[src/rtl/litedram_axi_gate.sv]
// AXI gate in front of the LiteDRAM user port: holds traffic until calibration completes,
// limits in-flight bursts, and answers everything with SLVERR once init has failed.
module litedram_axi_gate #(
   parameter int ID_WIDTH        = 1,
   parameter int ADDR_WIDTH      = 27,
   parameter int DATA_WIDTH      = 64,
   parameter int SYNC_STAGES     = 2,
   parameter int MAX_OUTSTANDING = 4,
   parameter int INIT_TIMEOUT    = 0
) (
   input  logic                    user_clk,
   input  logic                    user_rst,
   input  logic                    i_init_done_raw,
   input  logic                    i_init_error_raw,
   output logic                    o_init_done,
   output logic                    o_init_error,
   output logic                    o_timeout,
   // upstream AW
   input  logic [ID_WIDTH-1:0]     i_awid,
   input  logic [ADDR_WIDTH-1:0]   i_awaddr,
   input  logic [7:0]              i_awlen,
   input  logic [3:0]              i_awsize,
   input  logic [1:0]              i_awburst,
   input  logic                    i_awvalid,
   output logic                    o_awready,
   // upstream W
   input  logic [DATA_WIDTH-1:0]   i_wdata,
   input  logic [DATA_WIDTH/8-1:0] i_wstrb,
   input  logic                    i_wlast,
   input  logic                    i_wvalid,
   output logic                    o_wready,
   // upstream B
   output logic [ID_WIDTH-1:0]     o_bid,
   output logic [1:0]              o_bresp,
   output logic                    o_bvalid,
   input  logic                    i_bready,
   // upstream AR
   input  logic [ID_WIDTH-1:0]     i_arid,
   input  logic [ADDR_WIDTH-1:0]   i_araddr,
   input  logic [7:0]              i_arlen,
   input  logic [3:0]              i_arsize,
   input  logic [1:0]              i_arburst,
   input  logic                    i_arvalid,
   output logic                    o_arready,
   // upstream R
   output logic [ID_WIDTH-1:0]     o_rid,
   output logic [DATA_WIDTH-1:0]   o_rdata,
   output logic [1:0]              o_rresp,
   output logic                    o_rlast,
   output logic                    o_rvalid,
   input  logic                    i_rready,
   // downstream AW
   output logic [ID_WIDTH-1:0]     o_m_awid,
   output logic [ADDR_WIDTH-1:0]   o_m_awaddr,
   output logic [7:0]              o_m_awlen,
   output logic [3:0]              o_m_awsize,
   output logic [1:0]              o_m_awburst,
   output logic                    o_m_awvalid,
   input  logic                    i_m_awready,
   // downstream W
   output logic [DATA_WIDTH-1:0]   o_m_wdata,
   output logic [DATA_WIDTH/8-1:0] o_m_wstrb,
   output logic                    o_m_wlast,
   output logic                    o_m_wvalid,
   input  logic                    i_m_wready,
   // downstream B
   input  logic [ID_WIDTH-1:0]     i_m_bid,
   input  logic [1:0]              i_m_bresp,
   input  logic                    i_m_bvalid,
   output logic                    o_m_bready,
   // downstream AR
   output logic [ID_WIDTH-1:0]     o_m_arid,
   output logic [ADDR_WIDTH-1:0]   o_m_araddr,
   output logic [7:0]              o_m_arlen,
   output logic [3:0]              o_m_arsize,
   output logic [1:0]              o_m_arburst,
   output logic                    o_m_arvalid,
   input  logic                    i_m_arready,
   // downstream R
   input  logic [ID_WIDTH-1:0]     i_m_rid,
   input  logic [DATA_WIDTH-1:0]   i_m_rdata,
   input  logic [1:0]              i_m_rresp,
   input  logic                    i_m_rlast,
   input  logic                    i_m_rvalid,
   output logic                    o_m_rready
);

   localparam int TW = (INIT_TIMEOUT > 0) ? $clog2(INIT_TIMEOUT + 1) : 1;
   localparam int CW = $clog2(MAX_OUTSTANDING + 1);
   localparam logic [TW-1:0] TIMEOUT_LAST = TW'(INIT_TIMEOUT - 1);
   localparam logic [CW-1:0] CNT_MAX      = CW'(MAX_OUTSTANDING);
   localparam logic [1:0]    SLVERR       = 2'b10;

   typedef enum logic [1:0] {WAIT_INIT, READY, ERROR} state_t;
   typedef enum logic [1:0] {W_IDLE, W_DATA, W_RESP} wstate_t;
   typedef enum logic       {R_IDLE, R_DATA} rstate_t;

   state_t                  state;
   wstate_t                 wstate;
   rstate_t                 rstate;
   logic [SYNC_STAGES-1:0]  done_sync;
   logic [SYNC_STAGES-1:0]  error_sync;
   logic [TW-1:0]           timer;
   logic [CW-1:0]           wcnt;
   logic [CW-1:0]           rcnt;
   logic [ID_WIDTH-1:0]     err_bid;
   logic [ID_WIDTH-1:0]     err_rid;
   logic [7:0]              err_arlen;
   logic [7:0]              beat;

   logic sdone, serror, ready, err, wfull, rfull;
   logic aw_inc, b_dec, ar_inc, r_dec;

   always_ff @(posedge user_clk or posedge user_rst) begin
      if (user_rst) begin
         done_sync  <= '0;
         error_sync <= '0;
      end else begin
         done_sync  <= {done_sync[SYNC_STAGES-2:0], i_init_done_raw};
         error_sync <= {error_sync[SYNC_STAGES-2:0], i_init_error_raw};
      end
   end

   assign sdone  = done_sync[SYNC_STAGES-1];
   assign serror = error_sync[SYNC_STAGES-1];

   // Status outputs are registered alongside the state so they change on the same edge.
   always_ff @(posedge user_clk or posedge user_rst) begin
      if (user_rst) begin
         state        <= WAIT_INIT;
         timer        <= '0;
         o_init_done  <= 1'b0;
         o_init_error <= 1'b0;
         o_timeout    <= 1'b0;
      end else if (state == WAIT_INIT) begin
         if (serror) begin
            state        <= ERROR;
            o_init_error <= 1'b1;
         end else if (INIT_TIMEOUT != 0 && timer == TIMEOUT_LAST) begin
            state        <= ERROR;
            o_init_error <= 1'b1;
            o_timeout    <= 1'b1;
         end else if (sdone) begin
            state       <= READY;
            o_init_done <= 1'b1;
         end else begin
            timer <= timer + TW'(1);
         end
      end
   end

   assign ready = (state == READY);
   assign err   = (state == ERROR);
   assign wfull = (wcnt == CNT_MAX);
   assign rfull = (rcnt == CNT_MAX);

   assign o_m_awid    = i_awid;
   assign o_m_awaddr  = i_awaddr;
   assign o_m_awlen   = i_awlen;
   assign o_m_awsize  = i_awsize;
   assign o_m_awburst = i_awburst;
   assign o_m_awvalid = ready && i_awvalid && !wfull;
   assign o_awready   = (ready && i_m_awready && !wfull) || (err && wstate == W_IDLE);

   assign o_m_wdata   = i_wdata;
   assign o_m_wstrb   = i_wstrb;
   assign o_m_wlast   = i_wlast;
   assign o_m_wvalid  = ready && i_wvalid;
   assign o_wready    = (ready && i_m_wready) || (err && wstate == W_DATA);

   assign o_m_bready  = ready && i_bready;
   assign o_bvalid    = (ready && i_m_bvalid) || (err && wstate == W_RESP);
   assign o_bid       = err ? err_bid : i_m_bid;
   assign o_bresp     = err ? SLVERR : i_m_bresp;

   assign o_m_arid    = i_arid;
   assign o_m_araddr  = i_araddr;
   assign o_m_arlen   = i_arlen;
   assign o_m_arsize  = i_arsize;
   assign o_m_arburst = i_arburst;
   assign o_m_arvalid = ready && i_arvalid && !rfull;
   assign o_arready   = (ready && i_m_arready && !rfull) || (err && rstate == R_IDLE);

   assign o_m_rready  = ready && i_rready;
   assign o_rvalid    = (ready && i_m_rvalid) || (err && rstate == R_DATA);
   assign o_rid       = err ? err_rid : i_m_rid;
   assign o_rdata     = err ? '0 : i_m_rdata;
   assign o_rresp     = err ? SLVERR : i_m_rresp;
   assign o_rlast     = err ? (beat == err_arlen) : i_m_rlast;

   assign aw_inc = o_m_awvalid && i_m_awready;
   assign b_dec  = i_m_bvalid && o_m_bready;
   assign ar_inc = o_m_arvalid && i_m_arready;
   assign r_dec  = i_m_rvalid && o_m_rready && i_m_rlast;

   always_ff @(posedge user_clk or posedge user_rst) begin
      if (user_rst) begin
         wcnt <= '0;
         rcnt <= '0;
      end else begin
         if (aw_inc && !b_dec)
            wcnt <= wcnt + CW'(1);
         else if (!aw_inc && b_dec && wcnt != '0)
            wcnt <= wcnt - CW'(1);
         if (ar_inc && !r_dec)
            rcnt <= rcnt + CW'(1);
         else if (!ar_inc && r_dec && rcnt != '0)
            rcnt <= rcnt - CW'(1);
      end
   end

   // Error responder: W beats are swallowed without counting against awlen.
   always_ff @(posedge user_clk or posedge user_rst) begin
      if (user_rst) begin
         wstate  <= W_IDLE;
         err_bid <= '0;
      end else begin
         case (wstate)
            W_IDLE: if (err && i_awvalid) begin
               err_bid <= i_awid;
               wstate  <= W_DATA;
            end
            W_DATA: if (i_wvalid && i_wlast) wstate <= W_RESP;
            W_RESP: if (i_bready) wstate <= W_IDLE;
            default: wstate <= W_IDLE;
         endcase
      end
   end

   always_ff @(posedge user_clk or posedge user_rst) begin
      if (user_rst) begin
         rstate    <= R_IDLE;
         err_rid   <= '0;
         err_arlen <= '0;
         beat      <= '0;
      end else begin
         case (rstate)
            R_IDLE: if (err && i_arvalid) begin
               err_rid   <= i_arid;
               err_arlen <= i_arlen;
               beat      <= '0;
               rstate    <= R_DATA;
            end
            R_DATA: if (i_rready) begin
               beat <= beat + 8'd1;
               if (beat == err_arlen) rstate <= R_IDLE;
            end
            default: rstate <= R_IDLE;
         endcase
      end
   end

endmodule
[config.mk]
export PLATFORM = sky130hd
export DESIGN_NAME = litedram_axi_gate
export DESIGN_NICKNAME = d
export VERILOG_FILES = /design/src/rtl/litedram_axi_gate.sv
export SDC_FILE = /design/constraint.sdc
export NUM_CORES = 1
export LEC_CHECK = 0
export BUFFER_PORTS_ARGS = -buffer_cell sky130_fd_sc_hd__buf_2
export CAP_MARGIN = 20
export CORE_AREA = 5 5 183 185
export CTS_CLUSTER_DIAMETER = 150
export CTS_CLUSTER_SIZE = 14
export DETAILED_ROUTE_END_ITERATION = 10
export DIE_AREA = 0 0 188 190
export GPL_TIMING_DRIVEN = 0
export PLACE_DENSITY = 0.48
export RECOVER_POWER = 50
export SLEW_MARGIN = 15
export SYNTH_ARGS = -nofsm -noshare
export SYNTH_HDL_FRONTEND = slang
export SYNTH_SLANG_ARGS = --single-unit
export TNS_END_PERCENT = 100
[constraint.sdc]
create_clock -name user_clk -period 2.5 [get_ports user_clk]
set_clock_uncertainty 0.1 [all_clocks]
set_input_delay 0 -clock user_clk [delete_from_list [all_inputs] [get_ports user_clk]]
set_output_delay 0 -clock user_clk [all_outputs]
set_load 0.02 [all_outputs]
==> flow_metrics.py, run 1 <==
metrics = {
    "drt": {
        "ant_nets": 0,
        "drc": 0,
        "wl_microns": 15400,
        "drtIter0Drc": 130,
        "num_vias": 3884,
        "via_per_inst": 3.27,
        "drt-wirelength-per-cell_microns": 13.0,
        "first_pass_iters": 4,
    },
    "sta": {
        "finalSetupViolCount": 0,
        "max_slew.worst_pin.slew_ns": 0.774,
        "min_period_ns": 2.39,
        "fmax_mhz": 418,
        "rsz0062_at_grt": "no",
        "relSlewSlack_pct": 48.4,
        "finalWorstSetupSlack_ns": 0.106,
        "hold_viol": 0,
        "finalCritPeriodShare_pct": 95.8,
        "slew_violations": 0,
    },
    "yosys": {
        "synth_cell_types": 50,
        "syn_inst": 414,
        "synthArstFlopShare_pct": 100,
        "synthTopCellsByArea": "buf_4 34%, dfrtp_1 25%, and2_1 13%",
        "ys_top_cells_by_count": "158 x buf_4, 72 x and2_1, 35 x dfrtp_1",
        "syn_nets": 659,
        "syn_area_sq_um": 3520,
        "post-synth-top-count-cell": "buf_4",
        "synth_seq_area_share_pct": 24.9,
        "yosys_register_bits": 35,
        "avgSynthCellArea_sq_um": 8.50,
        "yosysTopAreaCellShare_pct": 33.7,
        "ys_warn_count": 1,
        "synth_edf_count": 0,
        "synth_ff_type": "dfrtp_1",
        "yosys.area.top_type": "buf_4",
    },
    "cells_and_area": {
        "diodes": 0,
        "final_core_util_pct": 18.7,
        "design_area_sq_um": 5960,
        "layout.nets": 1025,
        "drive_above_1_share_pct": 47.6,
        "area_delta_synth_final_pct": 69.5,
    },
    "pwr": {
        "p_sw_mw": 1.22,
        "total_power_mw": 3.10,
        "swShare_pct": 39.4,
        "power_density_nw_per_um2": 520,
        "clock_power_share_pct": 24.1,
        "ir_drop_mv": 0.246,
        "pwr-share-seq_pct": 28.2,
        "p_int_mw": 1.88,
        "comb_power_share_pct": 47.7,
        "power_leakage_nw": 3.02,
    },
    "place": {
        "numPortBuffers": 335,
        "dp_slack_ns": -0.219,
        "gp_congestion": 0.724,
        "place_area_sq_um": 5730,
        "dp_hpwl_microns": 13500,
    },
    "floorplanning": {
        "die_area_sq_um": 35700,
        "start_util_pct": 11.0,
        "core_sq_um": 31900,
        "fp.dieW_microns": 188,
        "pin_count": 483,
        "die-height_microns": 190,
        "rows": 66,
    },
    "global_routing": {
        "globalRouteOverflowTotal": 0,
        "grt_start_max_net_pins": 32,
        "grt_use_total_pct": 7.37,
        "antenna_found_initial": 3,
        "grt_pass1_wl_microns": 21200,
        "grt_pass1_vias": 3761,
    },
    "clock_network": {
        "cts_sinks": 35,
        "clkLatencyLatePin_ns": 0.28,
        "tritoncts": "yes",
        "numCtsBuffers": 5,
        "cts_htree_levels": 2,
        "cts-root-buf": "clkbuf_16",
        "cts_max_path_buffers": 2,
        "clk_transition_reported_paths_ns": 0.06,
    },
    "worst_setup_path": {
        "cpPeakStageDelay_ns": 0.42,
        "crit_required_ns": 2.59,
        "path_class": "flop to flop",
        "cp_max_fo": 5,
        "rrSetupSlack_ns": 0.11,
        "crit_path_end_kind": "flop",
        "start_kind": "flop",
        "arrival_ns": 2.49,
        "reg2regPathDepth": 7,
        "crit_path_top_delay_cell": "dfrtp_2",
        "path_cells": "nand4b_1, nor2_4, nand2_1, fa_2, or3_4, or4_1, o211ai_1",
    },
    "job": {
        "maxCapViolations": 0,
    },
    "min_path": {
        "hp-class": "input pin to flop",
        "min_path_cells": 4,
    },
    "outcome": {
        "outcome": "complete, no violations",
    },
}
cells in the final DEF (no fill, tap or decap), types with 2 or more instances in the layout:
cell type,count
nor3b_1,3
nand2b_1,8
and2_1,72
nand4b_1,2
nand2_1,17
a21oi_1,2
nor4_1,2
nand3_1,7
nor2b_1,2
o21bai_1,2
nor2_1,12
buf_4,164
a21o_1,2
nand4_1,4
nor3_1,4
mux2i_1,3
dlygate4sd3_1,19
clkbuf_1,154
and3_1,2
xor2_1,15
clkbuf_16,5
mux2_1,11
inv_1,5
buf_2,190
dfrtp_1,34
o21ai_0,6
worst max-delay path, delay by kind of cell, from the launching register on:
kind            cells  cell delay (ns)
fa+ha+maj           1             0.36
simple gates        5             1.32
flops               1             0.42
compound gates      1             0.11
cell families after synthesis:
group | count (synthesis) | share of synthesized area (%)
AOI/OAI and AO/OA | 24 | 4.87
xor gates and xnor gates | 16 | 3.98
adders and majority gates | 3 | 1.49
buffers and inverters | 176 | 36.0
DFF | 35 | 24.9
muxes | 14 | 4.37
other | 1 | 0.107
and+or+nand+nor | 145 | 24.3
final timing paths:
path,start,endpoint
worst max register to register,state[1]$_DFFE_PP0P_,rcnt[2]$_DFFE_PP0P_
min in group asynchronous,user_rst,err_arlen[7]$_DFFE_PP0P_
worst max-delay path,state[1]$_DFFE_PP0P_,rcnt[2]$_DFFE_PP0P_
worst min register to register,done_sync[0]$_DFF_PP0_,done_sync[1]$_DFF_PP0_
max in group asynchronous,user_rst,state[1]$_DFFE_PP0P_
worst min-delay path,i_awvalid,wstate[0]$_DFFE_PP0P_
power by group through the flow:
stage                     Combinational, mW  Sequential [mW]  Clock [mW]
after floorplan                        1.01            0.843           0
after global placement                 1.48            0.879           0
after detailed placement               1.49            0.883           0
after CTS                              1.53            0.875       0.769
after global routing                   1.61            0.898       0.799
final                                  1.48            0.874       0.747
routing by layer:
layer / up-vias / global-route usage (%) / share of wire (%)
met2: 253 / 12.4 / 48
met4: 0 / 1.52 / 0.69
met1: 1723 / 9.64 / 41
li1: 1901 / - / -
met5: - / 0 / 0
met3: 7 / 1.76 / 10
through the flow:
stage	hold slack [ns]	cells	setup TNS [ns]
after global routing	0.101	1189	0
after CTS	0.0391	1186	0
after detailed placement	-0.211	1158	-0.254
final	0.0617	1189	0
after floorplan	-0.0686	414	0
after global placement	0.00940	1157	-0.236
layout make-up:
type | count | area, sq um
clock buffers | 6 | 139
inverters | 5 | 18.8
multi-input cells | 203 | 1390
clock inverters | 2 | 38.8
repair buffers | 359 | 1730
fillers | 3693 | 25900
flip-flops and latches | 35 | 877
plain buffers | 171 | 1250
well taps | 408 | 510
flip-flops by register name (all words and copies together) (netlist names):
| register | flops |
|---|---|
| beat | 8 |
| done_sync | 2 |
| err_arlen | 8 |
| err_bid | 1 |
| err_rid | 1 |
| error_sync | 2 |
| o_init_done | 1 |
| o_init_error | 1 |
| rcnt | 3 |
| rstate | 1 |
| state | 2 |
| wcnt | 3 |
| wstate | 2 |
what timing repair did:
action	CTS	global route
pin swaps	1	2
gates cloned	0	0
hold buffers	19	0
buffers inserted	1	3
resized for setup	6	4
setup endpoints to repair	17	2
hold endpoints to repair	51	0
Note: power is estimated with default switching activity, not from simulation.
==> run 2: changes to the inputs <==
--- a/config.mk
+++ b/config.mk
@@ -15,6 +15,7 @@
 export GPL_TIMING_DRIVEN = 0
 export PLACE_DENSITY = 0.48
 export RECOVER_POWER = 50
+export SETUP_SLACK_MARGIN = 0.3
 export SLEW_MARGIN = 15
 export SYNTH_ARGS = -nofsm -noshare
 export SYNTH_HDL_FRONTEND = slang
==> run 2 against run 1 <==
Global-route usage up 0.12 points. Die area unchanged. Wire length up 0.67%. Combinational power about the same. Cell count up 0.17%. Clock power down 4.6%. Worst hold slack better by 0.024 ns. Core utilization up 0.19 points. Highest routed layer is now met5.
==> flow_metrics.py, run 2 (synthesis gave the netlist of run 1 again) <==
metrics = {
    "pwr": {
        "power_density_nw_per_um2": 511,
        "ir_drop_mv": 0.250,
        "power_leakage_nw": 3.06,
        "total_power_mw": 3.08,
    },
    "floorplanning": {
        "pin_count": 483,
        "start_util_pct": 11.0,
        "rows": 66,
        "fp.dieW_microns": 188,
        "core_sq_um": 31900,
        "die_area_sq_um": 35700,
        "die-height_microns": 190,
    },
    "worst_setup_path": {
        "path_class": "flop to flop",
        "start_kind": "flop",
        "r2r-end": "rcnt[2]$_DFFE_PP0P_",
        "arrival_ns": 2.45,
        "crit_path_end_kind": "flop",
        "reg2regPathDepth": 7,
        "r2r_start": "state[1]$_DFFE_PP0P_",
        "rrSetupSlack_ns": 0.15,
        "crit_required_ns": 2.60,
        "cp_max_fo": 4,
    },
    "min_path": {
        "min_path_cells": 4,
        "min_to": "rcnt[2]$_DFFE_PP0P_",
        "hp-class": "input pin to flop",
        "worstHoldStart": "i_arvalid",
    },
    "place": {
        "placed_cells": 1158,
        "dp_slack_ns": -0.143,
        "place_area_sq_um": 5740,
        "dp_hpwl_microns": 13400,
        "numPortBuffers": 335,
        "gp_congestion": 0.711,
    },
    "sta": {
        "finalWorstSetupSlack_ns": 0.149,
        "finalCritPeriodShare_pct": 94.0,
        "min_period_ns": 2.35,
        "max_slew.worst_pin.slew_ns": 0.724,
        "rsz0062_at_grt": "yes",
        "finalSetupViolCount": 0,
        "hold_viol": 0,
        "relSlewSlack_pct": 51.6,
        "setup_tns_ns": 0,
        "fmax_mhz": 425,
        "whs_ns": 0.0857,
        "slew_violations": 0,
    },
    "clock_network": {
        "cts-root-buf": "clkbuf_16",
        "clk_transition_reported_paths_ns": 0.06,
        "cts_max_path_buffers": 2,
        "tritoncts": "yes",
        "numCtsBuffers": 5,
        "clkLatencyLatePin_ns": 0.28,
        "cts_sinks": 35,
        "cts_htree_levels": 2,
    },
    "cells_and_area": {
        "diodes": 0,
        "largestRegisters": "beat x8, err_arlen x8",
        "final_core_util_pct": 18.9,
        "mostFrequentLayoutCells": "190 x buf_2, 164 x buf_4, 148 x clkbuf_1",
        "area_delta_synth_final_pct": 71.2,
        "layout.nets": 1027,
        "finalNonFillerCells": 1191,
        "drive_above_1_share_pct": 49.2,
        "design_area_sq_um": 6020,
        "final_common_cell": "buf_2",
    },
    "global_routing": {
        "grt_pass1_wl_microns": 21700,
        "globalRouteOverflowTotal": 0,
        "grt_pass1_vias": 3869,
        "grt_start_max_net_pins": 22,
        "grt_use_total_pct": 7.49,
        "antenna_found_initial": 2,
    },
    "drt": {
        "first_pass_iters": 4,
        "num_vias": 3917,
        "drc": 0,
        "ant_nets": 0,
        "wl_microns": 15600,
        "drt-wirelength-per-cell_microns": 13.1,
        "drtIter0Drc": 94,
        "via_per_inst": 3.29,
    },
    "outcome": {
        "outcome": "complete, no violations",
    },
    "job": {
        "maxCapViolations": 0,
    },
}
-- run 2: cell types whose count changed in the layout (fill, tap and decap cells not counted), sizes merged --
cell,previous run,this run
buf,356,358
clkbuf,161,160
clkinv,0,2
inv,6,5
-- run 2: what timing repair did --
action | CTS | global route
cloned | 0 | 0
buffers inserted | 6 | 0
setup endpoints to repair | 64 | 26
pin swaps | 7 | 3
hold buffers | 19 | 0
hold endpoints to repair | 51 | 0
resized for setup | 16 | 10
-- run 2: layer usage --
| metal | GRT usage [%] | vias to the layer above | share of wire, % |
|---|---|---|---|
| li1 | - | 1907 | - |
| met1 | 9.17 | 1756 | 40 |
| met2 | 13.0 | 242 | 49 |
| met3 | 2.48 | 8 | 10 |
| met4 | 1.24 | 4 | 0.51 |
| met5 | 0 | - | 0.14 |
-- run 2: worst max path at each step --
stage / from / to / depth (start not counted)
floorplan: state[1]$_DFFE_PP0P_ / rcnt[2]$_DFFE_PP0P_ / 7
global placement: state[1]$_DFFE_PP0P_ / rcnt[2]$_DFFE_PP0P_ / 7
detailed placement: state[1]$_DFFE_PP0P_ / rcnt[2]$_DFFE_PP0P_ / 7
CTS: state[1]$_DFFE_PP0P_ / rcnt[2]$_DFFE_PP0P_ / 7
global route: state[1]$_DFFE_PP0P_ / rcnt[2]$_DFFE_PP0P_ / 7
finish: state[1]$_DFFE_PP0P_ / rcnt[2]$_DFFE_PP0P_ / 7
-- run 2: critical path, cell delays in order (launching register included) --
cell and delay (ns):
dfrtp_2 0.43, nand4b_1 0.26, nor2_4 0.16, nand2_2 0.06
fa_2 0.35, or3_4 0.37, or4_1 0.41, o211ai_1 0.11
-- run 2: layout make-up --
cell class              instances  area, sq um
multi-input cells             203         1420
clock buffers                   5          125
flip-flops and latches         35          877
plain buffers                 171         1270
fillers                      3656        25900
well taps                     408          510
repair buffers                361         1760
inverters                       5         18.8
clock inverters                 3         43.8
-- run 2: power breakdown --
| group | total [mW] | internal (mW) | switching [mW] |
|---|---|---|---|
| combinational | 1.49 | 0.662 | 0.831 |
| clock | 0.713 | 0.470 | 0.243 |
| sequential | 0.873 | 0.722 | 0.150 |
==> run 3: changes to the inputs <==
--- a/config.mk
+++ b/config.mk
@@ -13,7 +13,7 @@
 export DETAILED_ROUTE_END_ITERATION = 10
 export DIE_AREA = 0 0 188 190
 export GPL_TIMING_DRIVEN = 0
-export PLACE_DENSITY = 0.48
+export PLACE_DENSITY = 0.47
 export RECOVER_POWER = 50
 export SETUP_SLACK_MARGIN = 0.3
 export SLEW_MARGIN = 15
==> run 3 against run 2 <==
First-iteration DRC count increased by 21%. Count of clock-buffer cells in the layout increased by 1. Wire length increased by 2.3%. Clock power decreased by 15%. Cell count about the same. Sequential share of layout area increased by 0.079 points. Flip-flop and latch count unchanged. Non-clock buffer count unchanged. Die area unchanged. Core utilization decreased by 0.10 points. Total power decreased by 3.2%. Register-to-register slack improved by 0.04 ns. Critical endpoint unchanged. Highest routed layer unchanged.
==> flow_metrics.py, run 3 (synthesis gave the netlist of run 1 again) <==
metrics = {
    "outcome": {
        "outcome": "complete, no violations",
    },
    "sta": {
        "setup_tns_ns": 0,
        "whs_ns": 0.00795,
        "finalSetupViolCount": 0,
        "max_slew.worst_pin.slew_ns": 0.740,
        "slew_violations": 0,
        "finalCritPeriodShare_pct": 92.5,
        "relSlewSlack_pct": 50.6,
        "hold_viol": 0,
        "min_period_ns": 2.31,
        "fmax_mhz": 432,
        "rsz0062_at_grt": "yes",
    },
    "clock_network": {
        "cts_sinks": 35,
        "cts_max_path_buffers": 2,
        "numCtsBuffers": 5,
        "cts_htree_levels": 2,
        "cts-root-buf": "clkbuf_16",
        "tritoncts": "yes",
        "clkLatencyLatePin_ns": 0.27,
        "clk_transition_reported_paths_ns": 0.05,
    },
    "pwr": {
        "p_int_mw": 1.77,
        "total_power_mw": 2.98,
        "clock_power_share_pct": 20.2,
        "ir_drop_mv": 0.212,
        "power_leakage_nw": 3.04,
        "pwr-share-seq_pct": 29.3,
        "power_density_nw_per_um2": 498,
        "comb_power_share_pct": 50.5,
        "swShare_pct": 40.7,
        "p_sw_mw": 1.21,
    },
    "place": {
        "gp_congestion": 0.689,
        "dp_hpwl_microns": 13800,
        "numPortBuffers": 335,
        "placed_cells": 1158,
    },
    "drt": {
        "num_vias": 3857,
        "wl_microns": 15900,
        "drt-wirelength-per-cell_microns": 13.4,
        "ant_nets": 0,
        "via_per_inst": 3.24,
        "drtIter0Drc": 114,
        "drc": 0,
        "first_pass_iters": 4,
    },
    "worst_setup_path": {
        "path_class": "flop to flop",
        "crit_path_end_kind": "flop",
        "start_kind": "flop",
        "crit_required_ns": 2.59,
        "arrival_ns": 2.41,
        "r2r_start": "state[1]$_DFFE_PP0P_",
        "reg2regPathDepth": 7,
        "startpoint": "state[1]$_DFFE_PP0P_",
        "cp_max_fo": 5,
        "rrSetupSlack_ns": 0.19,
        "r2r-end": "rcnt[2]$_DFFE_PP0P_",
    },
    "cells_and_area": {
        "largestRegisters": "beat x8, err_arlen x8",
        "drive_above_1_share_pct": 48.8,
        "area_delta_synth_final_pct": 70.3,
        "mostFrequentLayoutCells": "191 x buf_2, 166 x buf_4, 150 x clkbuf_1",
        "finalNonFillerCells": 1190,
        "final_common_cell": "buf_2",
        "layout.nets": 1027,
        "diodes": 0,
        "n_fill_cell": 3635,
        "final_core_util_pct": 18.8,
    },
    "floorplanning": {
        "pin_count": 483,
        "die-height_microns": 190,
        "core_sq_um": 31900,
        "start_util_pct": 11.0,
        "die_area_sq_um": 35700,
        "fp.dieW_microns": 188,
        "rows": 66,
    },
    "global_routing": {
        "grt_use_total_pct": 7.66,
        "grt_pass1_wl_microns": 22100,
        "globalRouteOverflowTotal": 0,
        "grt_start_max_net_pins": 21,
        "antenna_found_initial": 1,
        "grt_pass1_vias": 3824,
    },
    "min_path": {
        "min_path_cells": 4,
        "worstHoldStart": "i_wlast",
        "hp-class": "input pin to flop",
        "min_to": "wstate[0]$_DFFE_PP0P_",
    },
    "job": {
        "maxCapViolations": 0,
    },
}
run 3: how the worst max path moves through the flow:
stage	end	slack [ns]	cells after the start
3_5_place_dp	rcnt[2]$_DFFE_PP0P_	-0.07	7
3_3_place_gp	rcnt[2]$_DFFE_PP0P_	-0.08	7
6_report	rcnt[2]$_DFFE_PP0P_	0.19	7
5_1_grt	rcnt[2]$_DFFE_PP0P_	0.10	7
4_1_cts	rcnt[2]$_DFFE_PP0P_	0.20	7
2_1_floorplan	rcnt[2]$_DFFE_PP0P_	0.17	7
run 3: routing by layer:
layer	track usage, %	vias up	share of wire (%)
met5	0	-	0.044
met4	1.10	2	0.37
met3	1.89	4	8.3
met2	13.4	225	50
met1	9.75	1723	41
li1	-	1903	-
run 3: what timing repair did:
| action | CTS | global route |
|---|---|---|
| setup buffers | 7 | 0 |
| pin swaps | 7 | 0 |
| resized for setup | 17 | 5 |
| hold buffers | 18 | 0 |
| endpoints found under the hold margin | 51 | 0 |
| endpoints found under the setup margin | 62 | 19 |
run 3: power by group through the flow:
stage,sequential [mW],clock [mW],combinational [mW]
after CTS,0.875,0.623,1.55
final,0.874,0.603,1.50
after global routing,0.905,0.649,1.64
after detailed placement,0.883,0,1.51
after floorplan,0.844,0,1.01
after global placement,0.881,0,1.50
run 3: area by class of cell:
class	instances	area [sq um]	share of cell area, %
Timing Repair Buffer	361	1750	29.3
Multi-Input combinational cell	203	1420	23.7
Buffer	171	1270	21.2
Sequential cell	35	877	14.6
Tap cell	408	510	8.52
Clock buffer	6	139	2.32
Inverter	5	18.8	0.313
Clock inverter	1	5.00	0.0835
run 3: critical path: stages (launching register included):
cell and delay, ns:
dfrtp_2 0.43, nand4b_1 0.27, nor2_4 0.15, nand2_2 0.07
fa_2 0.35, or3_1 0.37, or4_1 0.40, o211ai_1 0.09
run 3: per-stage QoR:
stage          instance area (sq um)  setup WS, ns
3_5_place_dp                    5740       -0.0720
6_report                        5990         0.187
2_1_floorplan                   3520         0.167
5_1_grt                         5990         0.102
4_1_cts                         6170         0.198
3_3_place_gp                    5710       -0.0848
